<file path="src/rtl/divclk_ctrl_060.sv">
// Programmable slow-clock divider with a two-client round-robin ratio update port.
// Outputs registered (no extra lag); a client's request waits while a prior ratio is pending.
module divclk_ctrl_060 #(
   parameter int unsigned DIV_W       = 32,
   parameter int unsigned DEFAULT_DIV = 200_000,
   parameter int unsigned MIN_DIV     = 2
) (
   input  logic             inclk_060,
   input  logic             rst_060,
   input  logic             en_060,
   input  logic             req_a_060,
   input  logic [DIV_W-1:0] div_a_060,
   output logic             ack_a_060,
   input  logic             req_b_060,
   input  logic [DIV_W-1:0] div_b_060,
   output logic             ack_b_060,
   output logic             outclk_060,
   output logic             tick_060,
   output logic             busy_060,
   output logic [DIV_W-1:0] cur_div_060
);

   localparam logic [DIV_W-1:0] DEF_DIV_V = DIV_W'(DEFAULT_DIV);
   localparam logic [DIV_W-1:0] MIN_DIV_V = DIV_W'(MIN_DIV);
   localparam logic [DIV_W-1:0] ONE_V     = DIV_W'(1);

   typedef enum logic [1:0] {
      IDLE  = 2'd0,
      RUN   = 2'd1,
      DRAIN = 2'd2
   } state_t;

   state_t           state;
   state_t           state_nxt;

   logic [DIV_W-1:0] cnt;
   logic [DIV_W-1:0] cnt_nxt;
   logic [DIV_W-1:0] pend;
   logic [DIV_W-1:0] cur_div_nxt;
   logic [DIV_W-1:0] half_nxt;
   logic [DIV_W-1:0] div_sel;
   logic [DIV_W-1:0] div_clamp;

   logic             boundary;
   logic             apply;
   logic             last_b;
   logic             elig_a;
   logic             elig_b;
   logic             grant_a;
   logic             grant_b;
   logic             outclk_nxt;
   logic             tick_nxt;

   assign boundary = (state != IDLE) && (cnt == (cur_div_060 - ONE_V));

   // A pending ratio lands immediately when stopped, otherwise only at a period boundary.
   assign apply = busy_060 && ((state == IDLE) || boundary);

   // A requester still seeing its ack this cycle has not had a chance to drop req yet.
   assign elig_a  = req_a_060 && !ack_a_060;
   assign elig_b  = req_b_060 && !ack_b_060;
   assign grant_a = !busy_060 && elig_a && (!elig_b || last_b);
   assign grant_b = !busy_060 && elig_b && (!elig_a || !last_b);

   assign div_sel   = grant_a ? div_a_060 : div_b_060;
   assign div_clamp = (div_sel < MIN_DIV_V) ? MIN_DIV_V : div_sel;

   always_ff @(posedge inclk_060) begin
      if (rst_060) begin
         state <= IDLE;
      end else begin
         state <= state_nxt;
      end
   end

   always_comb begin
      state_nxt = state;
      case (state)
         IDLE: begin
            if (en_060) begin
               state_nxt = RUN;
            end
         end
         RUN: begin
            if (!en_060) begin
               state_nxt = boundary ? IDLE : DRAIN;
            end
         end
         DRAIN: begin
            if (en_060) begin
               state_nxt = RUN;
            end else if (boundary) begin
               state_nxt = IDLE;
            end
         end
         default: begin
            state_nxt = IDLE;
         end
      endcase
   end

   always_comb begin
      cnt_nxt     = ((state == IDLE) || boundary) ? '0 : (cnt + ONE_V);
      cur_div_nxt = apply ? pend : cur_div_060;
      half_nxt    = cur_div_nxt >> 1;
   end

   // Outputs are derived from next-state values so the registered waveform has no added lag.
   always_comb begin
      outclk_nxt = (state_nxt != IDLE) && (cnt_nxt >= half_nxt);
      tick_nxt   = (state_nxt != IDLE) && (cnt_nxt == half_nxt);
   end

   always_ff @(posedge inclk_060) begin
      if (rst_060) begin
         cnt         <= '0;
         cur_div_060 <= DEF_DIV_V;
         pend        <= '0;
         busy_060    <= 1'b0;
         ack_a_060   <= 1'b0;
         ack_b_060   <= 1'b0;
         last_b      <= 1'b1;
         outclk_060  <= 1'b0;
         tick_060    <= 1'b0;
      end else begin
         cnt         <= cnt_nxt;
         cur_div_060 <= cur_div_nxt;
         ack_a_060   <= grant_a;
         ack_b_060   <= grant_b;
         outclk_060  <= outclk_nxt;
         tick_060    <= tick_nxt;
         if (grant_a || grant_b) begin
            pend     <= div_clamp;
            last_b   <= grant_b;
            busy_060 <= 1'b1;
         end else if (apply) begin
            busy_060 <= 1'b0;
         end
      end
   end

   a_cnt_bound: assert property (@(posedge inclk_060) disable iff (rst_060)
      cnt < cur_div_060);

   a_outclk_phase: assert property (@(posedge inclk_060) disable iff (rst_060)
      outclk_060 == ((state != IDLE) && (cnt >= (cur_div_060 >> 1))));

endmodule

</file>
<file path="config.mk">
export PLATFORM = sky130hd
export DESIGN_NAME = divclk_ctrl_060
export DESIGN_NICKNAME = d
export VERILOG_FILES = /design/src/rtl/divclk_ctrl_060.sv
export SDC_FILE = /design/constraint.sdc
export NUM_CORES = 1
export LEC_CHECK = 0
export CORE_MARGIN = 3
export CORE_UTILIZATION = 55
export CTS_BUF_LIST = sky130_fd_sc_hd__clkbuf_16
export CTS_CLUSTER_DIAMETER = 80
export CTS_CLUSTER_SIZE = 25
export DETAILED_ROUTE_END_ITERATION = 10
export DONT_BUFFER_PORTS = 1
export PLACE_DENSITY = 0.84
export RECOVER_POWER = 100
export SETUP_SLACK_MARGIN = 0.5
export SYNTH_ARGS = -nofsm -noshare
export SYNTH_HDL_FRONTEND = slang
export SYNTH_SLANG_ARGS = --single-unit
</file>
<file path="constraint.sdc">
create_clock -name inclk_060 -period 5 [get_ports inclk_060]
set_clock_uncertainty 0.15 [all_clocks]
set_input_delay 0.25 -clock inclk_060 [delete_from_list [all_inputs] [get_ports inclk_060]]
set_output_delay 0.25 -clock inclk_060 [all_outputs]
set_load 0.05 [all_outputs]
</file>
==> metrics.yaml, run 1 <==
logic_synthesis:
  synth_area_mm2: 0.00664
  yosysMostFrequentCell: "nor2_1"
  yosys_register_bits: 104
  syn_area_per_cell_um2: 8.15
  syn_inst: 814
  synth.net_count: 916
  ys_types: 63
  synth_area_leaders: "dfxtp_1 31%, nor2_1 6.7%, ha_1 6.2%"
  synthArstFlopShare_pct: 0
  synth_warnings: 0
  synth_edf_count: 0
  synth_ff_type: "dfxtp_1"
  synth_common_cells: "119 x nor2_1, 104 x dfxtp_1, 52 x nand3_1"
  seq_area_frac_synth_pct: 31.4
  yosysTopAreaCellShare_pct: 31.4
  yosysTopAreaCell: "dfxtp_1"
worst_hold_path:
  worst_hold_startpoint: "div_b_060[15]"
  min_to: "pend[15]"
  holdPathStages: 2
  hp-class: "in -> reg"
cts:
  clockBufferDepth: 2
  cts_made_buffers: 9
  clk_latency_ps: 350
  cts-root-buf: "clkbuf_16"
  cts_tree: "yes"
  h-tree-depth: 3
  clkSlewWorstSetupHoldPaths_ps: 70
  cts.sinks: 104
sta:
  tns_ps: 0
  period_share_pct: 98.1
  hold_viol_final: 0
  rsz0062_at_grt: "true"
  relSlewSlack_pct: -25.9
  postLayoutSetupSlackWorst_ps: 93.3
  slew_violations: 30
  setup_viol: 0
  period_minus_slack_ps: 4910
  tightest_slew_ps: 1890
  max_freq_mhz: 204
status:
  status: "finished with violations"
  violations: "max-capacitance violations, max-slew violations"
floorplan:
  pin_count: 106
  rows: 39
  die_area_mm2: 0.0134
  core_area_mm2: 0.0116
  dieWidth_um: 116
  dieHeight_um: 116
  initial_core_util_pct: 57.1
final_layout:
  fillers: 902
  antennaDiodeCount: 0
  nNetsFinal: 961
  finalInstanceArea_mm2: 0.00776
  layout-drive-gt1-share_pct: 14.2
  area_delta_synth_final_pct: 17.0
  post-route-util_pct: 66.8
  fin_cells: 1007
worst_setup_path:
  arrival_ps: 5000
  reg2reg_slack_ps: 90
  worst_r2r_path_depth: 19
  cp_max_fo: 4
  cp_data_required_time_ps: 5090
  worstSetupEndpointType: "flop"
  reg2reg_from: "cur_div_060[3]"
  cpPeakStageDelay_ps: 480
  crit_family: "simple AND/OR/NAND/NOR gates"
  crit_chain: "nor4_4 > nand4_2 > or4_1 > a22o_1 > or4_1 > or4_4 > o21ai_4 > nand3_1 > and2_1 > ha_1 > a21o_1 > a21o_1 > a21o_1 > a211oi_2 > o21ai_1 > a21oi_2 > o21ai_2 > o21ai_1 > o21ai_1"
  critPathLaunchType: "flop"
  cp_slowest_cell: "or4_1"
  path_buf_inv: 0
  r2r_end: "outclk_060"
  timing_worst_setup_path_type: "reg -> reg"
drt:
  route.detailed.drc: 0
  routedWlPerCell_um: 18.9
  ant_nets: 0
  routed_wl_um: 19100
  viasPerCell: 6.27
  num_vias: 6317
  first_pass_iters: 5
  drt-initial-drc-count: 548
placement:
  io_buffer_count: 0
  gp_congestion: 0.930
  place_hpwl_um: 13500
  pre_cts_ws_ps: -92.8
  dpl_cell_area_mm2: 0.00707
  dp.cells: 963
global_route:
  first_global_vias: 6071
  grt_antenna_before_repair: 0
  grt_max_degree: 62
  grtUsageTotal_pct: 28.3
  grt_pass1_wl_um: 30100
  grt_overflow: 0
power:
  ir_worst_vdd_mv: 0.261
  powerDensity_mw_per_mm2: 283
  p_leak_uw: 0.00293
job:
  cap_viol_max_count: 1
## worst reg2reg max path, stage by stage (launching register included)
cell and delay, ps:
dfxtp_4 370, nor4_4 330, nand4_2 150, or4_1 480, a22o_1 220, or4_1 400, or4_4 480, o21ai_4 240
nand3_1 140, and2_1 210, ha_1 310, a21o_1 190, a21o_1 170, a21o_1 180, a211oi_2 210, o21ai_1 110
a21oi_2 170, o21ai_2 90, o21ai_1 140, o21ai_1 80
## stage by stage
stage / hold WS [ps] / total power (µW)
CTS: 1.04 / 2180
floorplan: 176 / 1310
finish: 0.722 / 2200
global route: 7.61 / 2300
global placement: 172 / 1400
detailed placement: 171 / 1400
## power by group
part / total (µW) / leakage, µW / internal (µW) / switching (µW)
registers: 938 / 0.000856 / 880 / 58.3
logic: 519 / 0.00192 / 210 / 309
clock network: 743 / 0.000162 / 435 / 307
## repair_timing
| action | 4_1_cts | 5_1_grt |
|---|---|---|
| pin swaps | 5 | 7 |
| hold endpoints to repair | 63 | 0 |
| setup buffers | 2 | 6 |
| endpoints found under the setup margin | 2 | 2 |
| gates resized for setup | 16 | 15 |
| hold buffers | 19 | 0 |
| cloned | 0 | 1 |
## sequential cells by signal, summed over array words and instances, names as in the netlist
register     flops
cnt             32
ack_a_060        1
pend            32
cur_div_060     32
tick_060         1
last_b           1
busy_060         1
outclk_060       1
ack_b_060        1
state            2
## cell usage in the layout (no fill, tap or decap), types with 32 or more instances in the layout
master	n
ha_1	32
xor2_1	35
dfxtp_1	87
nand3_1	49
a21oi_1	38
xnor2_1	34
buf_4	39
nor2_1	118
a211oi_1	33
mux2i_1	36
## metal layers
metal  wire [µm]  part of all wire, %  up-vias  track usage [%]
met4         444                  2.3        0             8.12
li1            -                    -     3044                -
met1        8200                   43     2945             37.7
met5           0                    0        -                0
met2        8970                   47      292             46.1
met3        1470                  7.7       36             6.48
## cell type report
cell class,instances,area [µm²],share of cell area [%]
Sequential cell,104,2120,27.3
Timing Repair Buffer,80,658,8.48
Multi-Input combinational cell,654,4460,57.4
Tap cell,143,179,2.30
Clock inverter,7,87.6,1.13
Clock buffer,9,225,2.90
Inverter,10,37.5,0.484
## kinds of logic after synthesis
group | after synthesis | share of synthesized area (%)
and+or+nand+nor | 357 | 27.9
AOI/OAI and AO/OA | 156 | 15.2
DFF | 104 | 31.4
xor gates and xnor gates | 70 | 9.24
buffers and inverters | 56 | 4.26
muxes | 38 | 5.77
adders and majority gates | 33 | 6.22
## how the worst max path moves through the flow
stage                   startpoint    endpoint  cells past startpoint
detailed placement  cur_div_060[4]  outclk_060                     20
finish              cur_div_060[3]  outclk_060                     19
global placement    cur_div_060[4]  outclk_060                     20
global route        cur_div_060[1]  outclk_060                     22
floorplan           cur_div_060[4]  outclk_060                     20
CTS                 cur_div_060[4]  outclk_060                     19
Power figures use the tool's default switching activity.
==> run 2: changes to the inputs <==
- CORE_MARGIN: 3 -> 10
- CTS_CLUSTER_DIAMETER: 80 -> 120
- GPL_TIMING_DRIVEN: default -> 0
==> run 2 against run 1 <==
The run ends with negative setup slack left. Clock power barely moved. Worst hold slack got worse by 0.55 ps. Final cell count increased by 0.79%. Register-to-register slack got worse by 420 ps. Utilization down 1.1 points. First-iteration DRC count fell by 24%. Critical endpoint unchanged.
==> metrics.yaml, run 2 (same netlist as run 1, synthesis figures left out) <==
sta:
  relSlewSlack_pct: 44.0
  period_minus_slack_ps: 5320
  hold_viol_final: 0
  rsz0062_at_grt: "true"
  tightest_slew_ps: 839
  setup_viol: 2
  period_share_pct: 106
  slew_violations: 0
  max_freq_mhz: 188
  postLayoutSetupSlackWorst_ps: -323
  tns_ps: -589
power:
  p_sw_uw: 696
  powerDensity_mw_per_mm2: 283
  ir_worst_vdd_mv: 0.219
  p_leak_uw: 0.00289
  p_seq_share_pct: 45.1
  p_comb_share_pct: 21.2
  p_int_uw: 1520
  power.share.switching_pct: 31.4
  p_clk_share_pct: 33.7
placement:
  gp_congestion: 0.876
  dp.cells: 961
  io_buffer_count: 0
  pre_cts_ws_ps: -624
  place_hpwl_um: 14800
global_route:
  grtUsageMet1_pct: 26.7
  grt_overflow: 0
  grt_pass1_wl_um: 31700
  top_usage_layer: "met2"
  first_global_vias: 6437
  grtUsageTotal_pct: 23.3
  gr-usage-met2_pct: 40.0
  grt_max_degree: 17
  grt_antenna_before_repair: 0
  grt_util_met3_pct: 5.76
worst_setup_path:
  crit_top_cell: "o21ai_1"
  setup.worst_path.start: "cur_div_060[4]"
  cp_slowest_cell: "or4_4"
  cp_data_required_time_ps: 5120
  reg2reg_from: "cur_div_060[4]"
  arrival_ps: 5440
  critPathLaunchType: "flop"
  timing_worst_setup_path_type: "reg -> reg"
  worstSetupEndpointType: "flop"
  cp_max_fo: 8
  crit_chain: "nor4_4 > buf_4 > nand4_4 > or4_1 > a22o_1 > or4_1 > or4_4 > o21ai_4 > buf_4 > buf_6 > nand3_1 > and2_1 > ha_1 > nand4_1 > or2_4 > nor4_4 > a211oi_1 > o21ai_1 > a21oi_2 > o21ai_2 > o21ai_1 > o21ai_1"
  cpPeakStageDelay_ps: 590
worst_hold_path:
  worst_hold_startpoint: "div_b_060[16]"
  hp-class: "in -> reg"
job:
  cap_viol_max_count: 0
status:
  violations: "negative setup slack"
  status: "finished with violations"
drt:
  route.detailed.drc: 0
  routedWlPerCell_um: 20.1
  drt-initial-drc-count: 417
  first_pass_iters: 5
  routed_wl_um: 20400
  ant_nets: 0
  num_vias: 6335
  viasPerCell: 6.24
cts:
  h-tree-depth: 3
  clk_latency_ps: 360
  clockBufferDepth: 2
  cts-root-buf: "clkbuf_16"
  clkSlewWorstSetupHoldPaths_ps: 70
  cts.sinks: 104
  cts_tree: "yes"
  cts_made_buffers: 9
floorplan:
  pin_count: 106
  die_area_mm2: 0.0169
  dieWidth_um: 130
  dieHeight_um: 130
  initial_core_util_pct: 55.7
  core_area_mm2: 0.0119
  rows: 40
final_layout:
  nNetsFinal: 965
  antennaDiodeCount: 0
  fillers: 933
  fin_cells: 1015
  biggestRegsByFlops: "cnt (32), cur_div_060 (32), pend (32)"
  post-route-util_pct: 65.7
  layout-drive-gt1-share_pct: 15.3
  area_delta_synth_final_pct: 18.0
  mostFrequentLayoutCells: "119 x nor2_1, 80 x dfxtp_1, 45 x nand3_1"
  mostFrequentLayoutCell: "nor2_1"
==> run 2: cell types whose count changed in the layout (fill, tap and decap cells not counted), moves of 4 or more <==
cell,before,now
buf_4,39,20
buf_6,2,11
clkbuf_1,16,24
buf_2,0,7
dfxtp_1,87,80
ha_1,32,27
ha_4,1,6
dfxtp_2,12,16
nand3_1,49,45
nand3_2,3,7
==> run 2: stage by stage <==
step / hold slack [ps] / power (µW) / area (µm²)
after floorplan: 176 / 1310 / 6740
after global placement: 182 / 1400 / 6920
after detailed placement: 181 / 1410 / 6920
after CTS: 1.25 / 2170 / 7590
after global routing: 21.0 / 2310 / 7830
final: 0.168 / 2220 / 7830
==> run 2: path summary, 6_finish.rpt <==
check | slack [ps] | cells after the start | endpoint
setup / recovery | -320 | 22 | outclk_060
hold / removal | 0.2 | 2 | pend[16]
setup reg to reg | -320 | 22 | outclk_060
hold reg to reg | 330 | 2 | cur_div_060[0]
==> run 2: power groups by stage <==
stage / Clock (µW) / Sequential, µW / Combinational (µW)
after global placement: 0 / 1010 / 390
final: 746 / 999 / 470
after detailed placement: 0 / 1010 / 398
after CTS: 742 / 994 / 435
after floorplan: 0 / 990 / 318
after global routing: 782 / 1010 / 517
==> run 2: timing repair <==
item / 4_1_cts / 5_1_grt
hold endpoints to repair: 10 / 0
setup buffers: 19 / 3
gates resized for setup: 16 / 48
gates cloned: 0 / 0
pin swaps: 8 / 16
hold buffers: 16 / 0
endpoints found under the setup margin: 2 / 2
==> run 2: final cells by class <==
type / instances / area (µm²) / area share [%]
clock buffer: 9 / 225 / 2.88
multi-input combinational: 654 / 4550 / 58.1
sequential: 104 / 2130 / 27.2
clock inverter: 7 / 86.3 / 1.10
tap: 147 / 184 / 2.35
timing repair buffer: 38 / 340 / 4.35
buffer: 46 / 277 / 3.53
inverter: 10 / 37.5 / 0.479
==> run 2: metal layers <==
metal,vias to the layer above,share of wire [%],wire length (µm)
met4,0,3.0,611
li1,3045,-,-
met1,2956,40,8190
met5,-,0,0
met2,282,47,9680
met3,52,9.4,1910
==> run 2: critical path, delay by kind of cell, from the launching register on <==
kind	cells	cell delay (ps)
AND/OR/NAND/NOR	10	2680
buffers and inverters	3	450
AO/OA/AOI/OAI	8	1210
adder cells (fa/ha/maj)	1	310
flip-flops	1	440
